$ cat src/rtl/game_state_pkg.sv
// Shared types and default constants for the active-piece move controller.
package game_state_pkg;

  // Controller phases: wait for a spawn, let the lookup settle, accept moves,
  // hard-drop descent, hand off to the board writer, and terminal game over.
  typedef enum logic [2:0] {
    IDLE   = 3'd0,
    SETTLE = 3'd1,
    ACTIVE = 3'd2,
    DROP   = 3'd3,
    LOCK   = 3'd4,
    OVER   = 3'd5
  } ctrl_state_t;

  localparam int BOARD_WIDTH_DEFAULT  = 10;
  localparam int BOARD_HEIGHT_DEFAULT = 20;
  localparam int SPAWN_X_DEFAULT      = 3;
  localparam int LOCK_TICKS_DEFAULT   = 2;

endpackage

$ cat src/rtl/piece_move_controller.sv
// Owns the active piece's position/rotation, applies at most one legal move
// per cycle, runs lock delay and hands the landed piece to the board writer.
module piece_move_controller
  import game_state_pkg::*;
#(
  parameter int BOARD_WIDTH  = BOARD_WIDTH_DEFAULT,
  parameter int BOARD_HEIGHT = BOARD_HEIGHT_DEFAULT,
  parameter int SPAWN_X      = SPAWN_X_DEFAULT,
  parameter int LOCK_TICKS   = LOCK_TICKS_DEFAULT
) (
  input  logic                            clk,
  input  logic                            reset,
  input  logic                            gravity_tick,
  input  logic                            move_left,
  input  logic                            move_right,
  input  logic                            rotate_cw,
  input  logic                            hard_drop,
  input  logic                            spawn_valid,
  output logic                            spawn_ready,
  input  logic                            left_collision,
  input  logic                            right_collision,
  input  logic                            down_collision,
  input  logic                            rotation_collision,
  output logic [$clog2(BOARD_WIDTH)-1:0]  piece_x,
  output logic [$clog2(BOARD_HEIGHT)-1:0] piece_y,
  output logic [1:0]                      rot,
  output logic                            no_piece,
  output logic                            lock_valid,
  input  logic                            lock_ready,
  output logic                            game_over
);

  localparam int XW  = $clog2(BOARD_WIDTH);
  localparam int YW  = $clog2(BOARD_HEIGHT);
  localparam int LCW = $clog2(LOCK_TICKS + 1);

  localparam logic [XW-1:0]  X_MAX   = XW'(BOARD_WIDTH - 1);
  localparam logic [YW-1:0]  Y_MAX   = YW'(BOARD_HEIGHT - 1);
  localparam logic [XW-1:0]  X_SPAWN = XW'(SPAWN_X);
  localparam logic [LCW-1:0] LOCK_AT = LCW'(LOCK_TICKS);

  ctrl_state_t    state;
  logic [LCW-1:0] lock_cnt;
  logic           grav_pend;
  logic           drop_mode;

  logic           can_left;
  logic           can_right;
  logic           can_down;
  logic           grav_req;
  logic [LCW-1:0] lock_cnt_inc;

  // Legality of each move: collision flag low and no wrap at the board edges.
  always_comb begin
    can_left     = !left_collision  && (piece_x != '0);
    can_right    = !right_collision && (piece_x != X_MAX);
    can_down     = !down_collision  && (piece_y <  Y_MAX);
    grav_req     = gravity_tick | grav_pend;
    lock_cnt_inc = lock_cnt + 1'b1;
  end

  // Controller FSM with all outputs and piece registers held in flops.
  // NOTE: every register here uses <= so all updates see the pre-edge values;
  // where two assignments hit the same register, the later one wins.
  always_ff @(posedge clk or posedge reset) begin
    if (reset) begin
      state       <= IDLE;
      piece_x     <= X_SPAWN;
      piece_y     <= '0;
      rot         <= '0;
      no_piece    <= 1'b1;
      spawn_ready <= 1'b0;
      lock_valid  <= 1'b0;
      game_over   <= 1'b0;
      lock_cnt    <= '0;
      grav_pend   <= 1'b0;
      drop_mode   <= 1'b0;
    end else begin
      case (state)
        IDLE: begin
          if (gravity_tick) grav_pend <= 1'b1;
          if (spawn_valid && spawn_ready) begin
            piece_x     <= X_SPAWN;
            piece_y     <= '0;
            rot         <= '0;
            no_piece    <= 1'b0;
            lock_cnt    <= '0;
            grav_pend   <= 1'b0;
            spawn_ready <= 1'b0;
            state       <= SETTLE;
          end else begin
            spawn_ready <= 1'b1;
          end
        end

        SETTLE: begin
          // Collision flags still describe the old registers here.
          if (gravity_tick) grav_pend <= 1'b1;
          state <= drop_mode ? DROP : ACTIVE;
        end

        ACTIVE: begin
          if (rotate_cw) begin
            if (gravity_tick) grav_pend <= 1'b1;
            if (!rotation_collision) begin
              rot   <= rot + 2'd1;
              state <= SETTLE;
            end
          end else if (move_left) begin
            if (gravity_tick) grav_pend <= 1'b1;
            if (can_left) begin
              piece_x <= piece_x - 1'b1;
              state   <= SETTLE;
            end
          end else if (move_right) begin
            if (gravity_tick) grav_pend <= 1'b1;
            if (can_right) begin
              piece_x <= piece_x + 1'b1;
              state   <= SETTLE;
            end
          end else if (hard_drop) begin
            if (gravity_tick) grav_pend <= 1'b1;
            drop_mode <= 1'b1;
            state     <= DROP;
          end else if (grav_req) begin
            grav_pend <= 1'b0;
            if (can_down) begin
              piece_y  <= piece_y + 1'b1;
              lock_cnt <= '0;
              state    <= SETTLE;
            end else if (lock_cnt_inc >= LOCK_AT) begin
              lock_cnt   <= lock_cnt_inc;
              lock_valid <= 1'b1;
              state      <= LOCK;
            end else begin
              lock_cnt <= lock_cnt_inc;
            end
          end
        end

        DROP: begin
          if (gravity_tick) grav_pend <= 1'b1;
          if (can_down) begin
            piece_y <= piece_y + 1'b1;
            state   <= SETTLE;
          end else begin
            drop_mode  <= 1'b0;
            lock_valid <= 1'b1;
            state      <= LOCK;
          end
        end

        LOCK: begin
          // Position and rotation are untouched until the writer accepts.
          if (gravity_tick) grav_pend <= 1'b1;
          if (lock_ready) begin
            lock_valid <= 1'b0;
            no_piece   <= 1'b1;
            if (piece_y == '0) begin
              game_over <= 1'b1;
              state     <= OVER;
            end else begin
              spawn_ready <= 1'b1;
              state       <= IDLE;
            end
          end
        end

        OVER: begin
          no_piece <= 1'b1;
        end

        default: state <= IDLE;
      endcase
    end
  end

endmodule

$ cat config.mk
export PLATFORM = sky130hd
export DESIGN_NAME = piece_move_controller
export DESIGN_NICKNAME = d
export VERILOG_FILES = /design/src/rtl/game_state_pkg.sv /design/src/rtl/piece_move_controller.sv
export SDC_FILE = /design/constraint.sdc
export NUM_CORES = 1
export LEC_CHECK = 0
export CORE_UTILIZATION = 27
export CTS_CLUSTER_SIZE = 12
export DETAILED_ROUTE_END_ITERATION = 10
export GPL_TIMING_DRIVEN = 0
export PLACE_DENSITY_LB_ADDON = 0.12
export SYNTH_ARGS = -nofsm -noshare
export SYNTH_HDL_FRONTEND = slang
export SYNTH_SLANG_ARGS = --single-unit
$ cat constraint.sdc
create_clock -name clk -period 1.8 [get_ports clk]
set_input_delay 0.27 -clock clk [delete_from_list [all_inputs] [get_ports clk]]
set_output_delay 0.27 -clock clk [all_outputs]
set_load 0.05 [all_outputs]
==> results.md <==
* Overflow after GRT at 0
* Deepest clock path buffer count at 2
* Initial antenna violation count at 0
* Setup TNS at -0.0497 ns
* Pin count of the biggest net entering global routing at 23
* DIE HEIGHT at 74.8 um
* Row cnt at 26
* Post-Synth XOR/XNOR Area at between 1 and 1.5%
* Slew Viols, Final at 0
* # setup viols final at 2
* Initial core utilization at between 20% and 30%
* HPWL Detailed at roughly 2.6 mm
* Crit path cell chain: ha_4 > a21o_1 > a21oi_2 > mux2_4 > a32o_1
* Tcrit/Tclk final at 102%
* Commonest non-fill, non-tap cell in the layout: nor2_1
* Core Box Area at slightly above 5000 um^2
* Netlist Area Pre-Place at between 1000 and 1500 um^2
* Sw power at approximately 1400 uW
* Register area share after synthesis at between 30% and 40%
* First-pass GRT wire length at about 5.8 mm
* CP top delay family: flip-flops
* Crit-path max cell delay at between 0.6 and 0.7 ns
* Worst flop-to-flop path endpoint: piece_x[3]
* Switching part of the total power at between 40% and 50%
* Worst Clk Skew at ~0.0027 ns
* Crit path DAT at 2.00 ns
* Crit start category: register
* Outcome: finished with violations
* Die X at 74.8 um
* Final Critical Period at approximately 1.8 ns
* Cell variety after synth at 50
* Net Count, Synth at ~170
* Max-slew headroom at a little over two fifths
* Worst-path maximum fanout at 5
* Maxcap violations at 0
* Final Hold Viols at 0
* Clk Latency, worst-skew pair at 0.26 ns
* Final #Nets at 210
* CP endpoint kind: register
* CTS root buffer: clkbuf_8
* IO Count at 28
* Antenna diodes at 0
* HP Class: register to register
* Clk sink count at 22
* Post-Synth Adder-Cell Area at just under 5%
* Min-Delay Endpoint: game_over
* Hold depth at 1
* Critical path class: register to register
* Antenna viol nets, final at 0
* Layout cells sized above 1 at roughly 21%
* Largest family of logic cells by synthesized area: simple AND/OR/NAND/NOR gates
* Port Buf Inserts at 26
* Slowest-stage cell, CP: dfstp_4
* Peak Freq at 544 MHz
* Least-Margin Pin Slew at between 0.8 and 0.9 ns
* Reg2Reg Depth at 5
* Power Density at between 1500 and 2000 nW/um^2
* Syn Area/Cell at between 9 and 10 um^2
* Post-synth top flop: dfrtp_1
* CTS tree: done
* Mux share of post-synthesis cell area at just over 5%
* Number of global-route vias before repair at about 1200
* Post-synth EDFFs at 0
* RSZ-0062 raised after global routing: yes
* Final WL at 3.48 mm
* Post-placement cell area at around 1800 um^2
* Final instance area at just under 2000 um^2
* Reg power frac at 29.6%
* Reg2reg start: piece_x[1]
* Drt via density at between 5 and 6
* Worst hold start: game_over
* Cells after Synth at between 150 and 200
* Post-synthesis compound-gate area fraction at 23.2%
* CTS H-tree lvls at 1
* Clk network pwr share at between 10% and 20%
* Post-synthesis simple-gate area fraction at a little under a quarter
* Buf/Inv on CP at 0
* Synth-to-layout area growth at 36.0%
* Seq cells post-synth at 22
* Final worst slack at -0.0395 ns
* CTS buffer count at 3
* IR drop worst, VDD at approximately 0.59 mV
* Failing checks: negative setup slack
* Async SR Flop Fraction at 100%
* Vias at roughly 1300
* GRT Overall Usage at ~14%
* Drt pass-1 iters at 4
* Most frequent cells in the layout: nor2_1, nand2_1, clkdlybuf4s50_1, dfrtp_1
* Combinational Power Share at 58.2%
* R2R Setup Slk at -0.04 ns
* WL per Instance at approximately 13 um
* Int Pwr at 1570 uW
* Yosys Warn Count at 0
* CP Data Required Time at 1.96 ns
* Reg clk slew, reported paths at approximately 0.080 ns
* Residual DRC at 0
* Die area at 5590 um^2
* Starting DRT DRC Count at 61
* Leakage Power at between 0.0008 and 0.0009 uW
* Routability cong. at between 0.8 and 0.9
-- cell families (layout without fill, tap and decap cells) --
logic type,count (synthesis),count (layout)
muxes,7,7
adders and majority gates,5,5
and+or+nand+nor,62,62
DFF,22,22
xor gates and xnor gates,2,2
buffers and inverters,13,48
AOI/OAI and AO/OA,45,45
-- final cells by class --
cell class	count	area [um^2]
Buffer	5	22.5
Multi-Input combinational cell	121	895
Inverter	8	30.0
Timing Repair Buffer	31	292
Fill cell	541	3160
Clock buffer	4	55.1
Tap cell	70	87.6
Sequential cell	22	564
-- per-stage QoR --
step           cells  setup slack (ns)  power [uW]  util, %  hold WS [ns]
2_1_floorplan    156           -0.0696        2080        -         0.257
3_3_place_gp     252            -0.514        2550     35.6         0.451
3_5_place_dp     252            -0.519        2560     35.6         0.460
4_1_cts          256            -0.117        2910     36.7         0.478
5_1_grt          261           -0.0851        3230     38.1         0.524
6_report         261           -0.0395        3010     38.1         0.471
-- cell usage after synthesis (2+ instances only) --
library cell	instances	share of area [%]
nor2b_1	3	1.3
o21a_1	2	1.0
nor2_2	3	1.3
o21ai_1	8	2.8
inv_1	8	2.1
nor4_1	3	1.3
clkbuf_1	4	1.0
nand2b_1	4	1.7
o21ai_0	6	2.1
mux2_2	2	1.6
a211oi_1	2	1.0
a21oi_1	7	2.4
a32o_1	2	1.4
mux2i_1	4	2.8
o31ai_1	2	1.0
a22oi_1	2	1.0
ha_1	4	3.5
nand2_1	15	3.9
nor4_2	2	1.7
dfstp_2	3	5.5
nand3_1	2	0.70
nor2_1	16	4.2
nor3_1	6	2.1
dfrtp_1	19	33
a31o_1	2	1.2
-- how the worst max path moves through the flow --
stage / to / slack (ns) / start / cells past startpoint
floorplan: piece_x[3] / -0.07 / piece_x[1] / 5
global placement: state[0] / -0.51 / move_left / 6
detailed placement: state[0] / -0.52 / move_left / 6
CTS: state[0] / -0.12 / piece_y[0] / 5
global route: piece_x[3] / -0.09 / piece_x[1] / 5
finish: piece_x[3] / -0.04 / piece_x[1] / 5
-- what timing repair did --
action,CTS,global route
gates resized for setup,11,14
hold buffers,0,0
setup buffers,0,5
setup endpoints to repair,14,12
pin swaps,0,3
-- worst register-to-register path, cell delays in order (launching register included) --
cell and delay, ns:
dfstp_4 0.66, ha_4 0.20, a21o_1 0.16, a21oi_2 0.15, mux2_4 0.33, a32o_1 0.25
-- registers in the layout (all words and copies together) (netlist names) --
register / cells
lock_cnt: 2
no_piece: 1
piece_x: 4
grav_pend: 1
state: 3
spawn_ready: 1
game_over: 1
piece_y: 5
lock_valid: 1
drop_mode: 1
rot: 2
-- power by group through the flow --
| stage | Combinational, uW | Sequential [uW] | Clock (uW) |
|---|---|---|---|
| after floorplan | 844 | 1240 | 0 |
| after global placement | 1660 | 885 | 0 |
| after detailed placement | 1660 | 900 | 0 |
| after CTS | 1650 | 887 | 380 |
| after global routing | 1920 | 917 | 395 |
| final | 1750 | 891 | 366 |
-- per-layer routing --
layer  up-vias  global-route usage [%]  wire length (um)
met1       634                    18.6              1670
met4         0                    2.52                22
met3         2                    2.95               122
met2        28                    22.3              1670
met5         -                       0                 0
li1        647                       -                 -
Note: power is estimated with default switching activity, not from simulation.
==> RTL change 1: new RTL, config.mk and constraints unchanged <==
`BOARD_HEIGHT_DEFAULT`: 20 -> 10.
--- a/src/rtl/game_state_pkg.sv
+++ b/src/rtl/game_state_pkg.sv
@@ -13,7 +13,7 @@
   } ctrl_state_t;
 
   localparam int BOARD_WIDTH_DEFAULT  = 10;
-  localparam int BOARD_HEIGHT_DEFAULT = 20;
+  localparam int BOARD_HEIGHT_DEFAULT = 10;
   localparam int SPAWN_X_DEFAULT      = 3;
   localparam int LOCK_TICKS_DEFAULT   = 2;
 
Interface: changed (resized piece_y); port bits go from 28 to 27. The function was not compared with the original's and may differ.
==> RTL change 1 against the unedited design <==
Synthesized area down 3.8%; critical path depth unchanged; worst setup slack better by 58 ps; first-iteration DRC count up 6.6%; sequential cell count down 1; routed wire length up 9.0%; die area down 3.7%; design area up 1.2%; sequential share of layout area down 1.6 points; power up 7.5%; via count down 0.53%; global-route usage up 1.5 points; clock power down 13%; critical path type unchanged; critical endpoint is now state[0].
==> RTL change 1: results (changes against the unedited design) <==
synth top area cells=dfrtp_1 33%, dfstp_2 5.7%, ha_1 4.5%, o21ai_0 4.4%, nand2_1 3.3%; Top Registers=piece_x: 4 flops, piece_y: 4 flops, state: 3 flops; share of cells above drive strength 1=0.249 (+0.0340); largest net degree at the start of global routing=22 (-4.3%); status=finished, final reports clean; htree depth=1 (unchanged); Arrival @ worst endpoint=1940 ps (-60 ps); clock root buffer=clkbuf_8; Clock Pin Slew Worst Setup and Hold Paths=80 ps (about the same); Endpoint, Worst Hold=no_piece; pre-CTS setup slack=-706 ps (-187 ps); post-cts resize count=17 (+6); Inverters=11 (+3); worst setup path endpoint=state[0]; worst reg-to-reg setup slack=20 ps (+60 ps); skew final=6.11 ps (+3.45 ps); utilization after layout=0.409 (+0.0279); ANT nets after route=0 (unchanged); HP Class=reg2reg; leakage=0.000861 uW (+4.5%); slowest cell on the critical path=dfstp_4; routed wire length per instance=14.8 um (+11%); GRT Util Overall=0.151 (+0.0150); Post-synth top cells=18 x dfrtp_1, 12 x nand2_1, 12 x o21ai_0, 11 x inv_1, 11 x nor2_1; vias in the first global route=1279 (+4.7%); clock buffer count from CTS=3 (unchanged); Via density=5.09 (+1.4%); delay of the slowest cell on the worst path=680 ps (+20 ps); Relative slew margins=0.420 (+0.00352); final net count=209 (-0.48%); dpl cells=243 (-3.6%); setup bufs post-CTS=2 (+2); final-layout fill cell count=511 (-5.5%); Mapped Nets=169 (-2.9%); Fin Hold WS=452 ps (-18.7 ps); gpl congestion=0.786 (-7.7%); DP HPWL=2690 um (+1.3%); Post-Layout Cell Count=256 (-1.9%); clock latency on the worst-skew pair=270 ps; Max VDD drop=575 uV (-3.0%); drt initial violations=65 (+6.6%); sequential portion of the cell area=0.274 (-0.0156); Seq/Total Area, Yosys=0.385 (-0.00303); NonClk Buf Share=0.179 (+0.0171); die area=0.00539 mm^2 (-3.7%); Seq cells=21 (-4.5%); final setup margin=18.7 ps (+58.2 ps); Layout clock area frac=0.0235 (-0.00479); Worst Hold Depth=2 (+1); placed inst area=0.00177 mm^2 (-2.5%); Multi-input comb cells=115 (-5.0%); crit-path max FO=6 (+1); first-pass GRT wire length=6110 um (+4.7%); fraction of area in multi-input gates=0.460 (about the same); hold_sp=no_piece; Buffers excl. clock=38 (+5.6%); Netlist cell types=48 (-4.0%); Syn Inst Count=150 (-3.8%)
RTL change 1: changes by cell type in the layout (fill, tap and decap cells not counted), sizes merged, moves of 3 or more:
cell,delta
nor2,-8
inv,+3
nand2,-3
buf,+6
clkbuf,-6
RTL change 1: cell families (layout without fill, tap and decap cells):
group,Yosys count,in the layout,share of synthesized area
and+or+nand+nor,55,55,0.226
AOI/OAI and AO/OA,44,44,0.216
DFF,21,21,0.385
buffers and inverters,14,53,0.0400
muxes,7,7,0.0536
adders and majority gates,6,6,0.0600
xor gates and xnor gates,3,3,0.0191
RTL change 1: metal layers:
metal,track usage,share of wire,up-vias
met5,0,0,-
met4,0.0641,0.017,0
met3,0.0274,0.045,10
met2,0.246,0.47,38
met1,0.197,0.47,630
li1,-,-,626
RTL change 1: power by group:
part	total [uW]	leakage, uW	switching [uW]	internal [uW]
combinational	2010	0.000590	1220	791
clock	320	0.0000255	166	155
sequential	901	0.000246	212	689
total	3240	0.000861	1600	1640
==> RTL change 2: new RTL, config.mk and constraints unchanged <==
Made on the original files. Encoding of `ctrl_state_t`: now one-hot (6 bits for 6 states).
--- a/src/rtl/game_state_pkg.sv
+++ b/src/rtl/game_state_pkg.sv
@@ -3,13 +3,13 @@
 
   // Controller phases: wait for a spawn, let the lookup settle, accept moves,
   // hard-drop descent, hand off to the board writer, and terminal game over.
-  typedef enum logic [2:0] {
-    IDLE   = 3'd0,
-    SETTLE = 3'd1,
-    ACTIVE = 3'd2,
-    DROP   = 3'd3,
-    LOCK   = 3'd4,
-    OVER   = 3'd5
+  typedef enum logic [5:0] {
+    IDLE   = 6'b000001,
+    SETTLE = 6'b000010,
+    ACTIVE = 6'b000100,
+    DROP   = 6'b001000,
+    LOCK   = 6'b010000,
+    OVER   = 6'b100000
   } ctrl_state_t;
 
   localparam int BOARD_WIDTH_DEFAULT  = 10;
Behaviour: no difference found for any inputs over 4 cycles, from zero or initial values and one cycle with reset high; so few cycles prove little.
==> RTL change 2 against the unedited design <==
The flow still finishes with violations (setup timing); routed wire length is 37% higher; synthesized area grew 20%; power down 3.2%; sequential cell count grew 3; critical path depth is 1 higher; worst setup slack worse by 74 ps; design area increased by 30%; critical path type unchanged.
==> RTL change 2: results (changes against the unedited design) <==
status=finished, violations left; failing checks=setup timing; first-pass GRT wire length=7830 um (+34%); clock root buffer=clkbuf_8; leakage=0.00112 uW (+36%); drt total wl=4760 um (+37%); endpoints failing setup=11 (+9); Netlist cell types=59 (+18%); Max Root-Sink Buffers=2 (unchanged); Primary FF master, synth=dfrtp_1; GRT Util Overall=0.156 (+0.0196); Ant. Diodes=0 (unchanged); DP HPWL=3140 um (+18%); largest net degree at the start of global routing=26 (+13%); asr flop ratio synth=1.00 (unchanged); Mapped Nets=204 (+17%); share of cells above drive strength 1=0.332 (+0.117); Top Registers=state: 6 flops, piece_y: 5 flops, piece_x: 4 flops; Arrival @ worst endpoint=2110 ps (+110 ps); htree depth=1 (unchanged); Seq/Total Area, Yosys=0.369 (-0.0186); vias in the first global route=1540 (+26%); FF-to-FF path depth=6 (+1); hold_sp=game_over; Reg-to-Reg Start=state[4]; final net count=254 (+21%); IO buf count=27 (+3.8%); HP Class=reg2reg; number of synthesized flops with an enable pin=0 (unchanged); skew final=3.55 ps (+0.891 ps); final-layout fill cell count=605 (+12%); Post-synth top cells=21 x dfrtp_1, 17 x nand2_1, 17 x nor2_1, 14 x o21ai_0, 10 x a21oi_1; Via density=5.22 (+4.0%); Endpoint, Worst Hold=game_over; initial antenna violation count=0 (unchanged); Worst Hold Depth=1 (unchanged); Max VDD drop=557 uV (-6.0%); crit-path max FO=3 (-2); gpl congestion=0.756 (-11%); setup TNS=-640 ps (-591 ps); 1st-pass router iterations=4 (unchanged); clock latency on the worst-skew pair=280 ps (+20 ps); reg2reg end=state[1]; Synth warnings=0 (unchanged); drt initial violations=69 (+13%); clock buffer count from CTS=3 (unchanged); synth top area cells=dfrtp_1 31%, dfstp_2 6.1%, o21ai_0 4.1%, nand2_1 3.7%, nor2_1 3.7%; Clock Pin Slew Worst Setup and Hold Paths=100 ps (+20 ps); Tightest Pin Transition=993 ps (+119 ps); final setup margin=-114 ps (-74.3 ps)
==> RTL change 2: cells by family (layout without fill, tap and decap cells) <==
| logic type | after synthesis | count (layout) | synth area share |
|---|---|---|---|
| compound gates | 56 | 56 | 0.232 |
| mux | 3 | 3 | 0.0176 |
| flops | 25 | 25 | 0.369 |
| xor+xnor | 4 | 4 | 0.0205 |
| buf+inv | 12 | 61 | 0.0351 |
| simple gates | 81 | 81 | 0.285 |
| fa+ha+maj | 5 | 5 | 0.0410 |
==> RTL change 2: how the worst max path moves through the flow <==
stage / start / endpoint / slack [ps] / cells after the start
floorplan: state[3] / piece_x[2] / -70 / 6
global placement: move_left / piece_y[2] / -770 / 7
detailed placement: move_left / piece_y[2] / -740 / 7
CTS: state[4] / state[1] / -130 / 6
global route: state[4] / state[1] / -180 / 6
finish: state[4] / state[1] / -110 / 6
==> RTL change 2: metal layers <==
layer | part of all wire | up-vias | GRT usage | wire length, um
li1 | - | 792 | - | -
met1 | 0.49 | 797 | 0.227 | 2350
met2 | 0.48 | 28 | 0.240 | 2270
met3 | 0.024 | 2 | 0.0300 | 113
met4 | 0.0048 | 0 | 0.0250 | 23
met5 | 0 | - | 0 | 0
==> RTL change 2: report_power, final <==
| part | switching [uW] | internal, uW | leakage, uW | total, uW |
|---|---|---|---|---|
| Clock | 199 | 155 | 0.0000255 | 355 |
| Sequential | 130 | 685 | 0.000326 | 815 |
| Combinational | 961 | 783 | 0.000772 | 1740 |
| Total | 1290 | 1620 | 0.00112 | 2910 |
==> RTL change 2: area by class of cell <==
class / count / area, um^2 / share of cell area
clock inverter: 1 / 5.00 / 0.00199
multi-input combinational: 149 / 1240 / 0.493
tap: 75 / 93.8 / 0.0372
clock buffer: 3 / 41.3 / 0.0164
buffer: 5 / 52.6 / 0.0209
timing repair buffer: 46 / 427 / 0.169
inverter: 6 / 22.5 / 0.00894
sequential: 25 / 636 / 0.252
==> RTL change 2: stage by stage <==
stage / cell area [um^2] / cells / hold WS [ps] / utilization / setup slack [ps]
6_report: 2520 / 310 / 482 / 0.418 / -114
5_1_grt: 2520 / 310 / 535 / 0.418 / -181
4_1_cts: 2360 / 303 / 489 / 0.391 / -132
3_5_place_dp: 2110 / 288 / 467 / 0.350 / -738
3_3_place_gp: 2110 / 288 / 460 / 0.350 / -773
2_1_floorplan: 1750 / 186 / 294 / - / -71.7
==> RTL change 2: critical path, cell delays in order (launching register included) <==
cell and delay (ps):
dfrtp_1 420, buf_6 130, or3_4 380, or4b_4 520, o21ai_2 80, a211oi_2 90, nor4b_4 210
==> RTL change 2: what timing repair did <==
action,CTS,global route
setup endpoints to repair,29,21
pin swaps,15,13
resized for setup,46,23
setup buffers,12,7
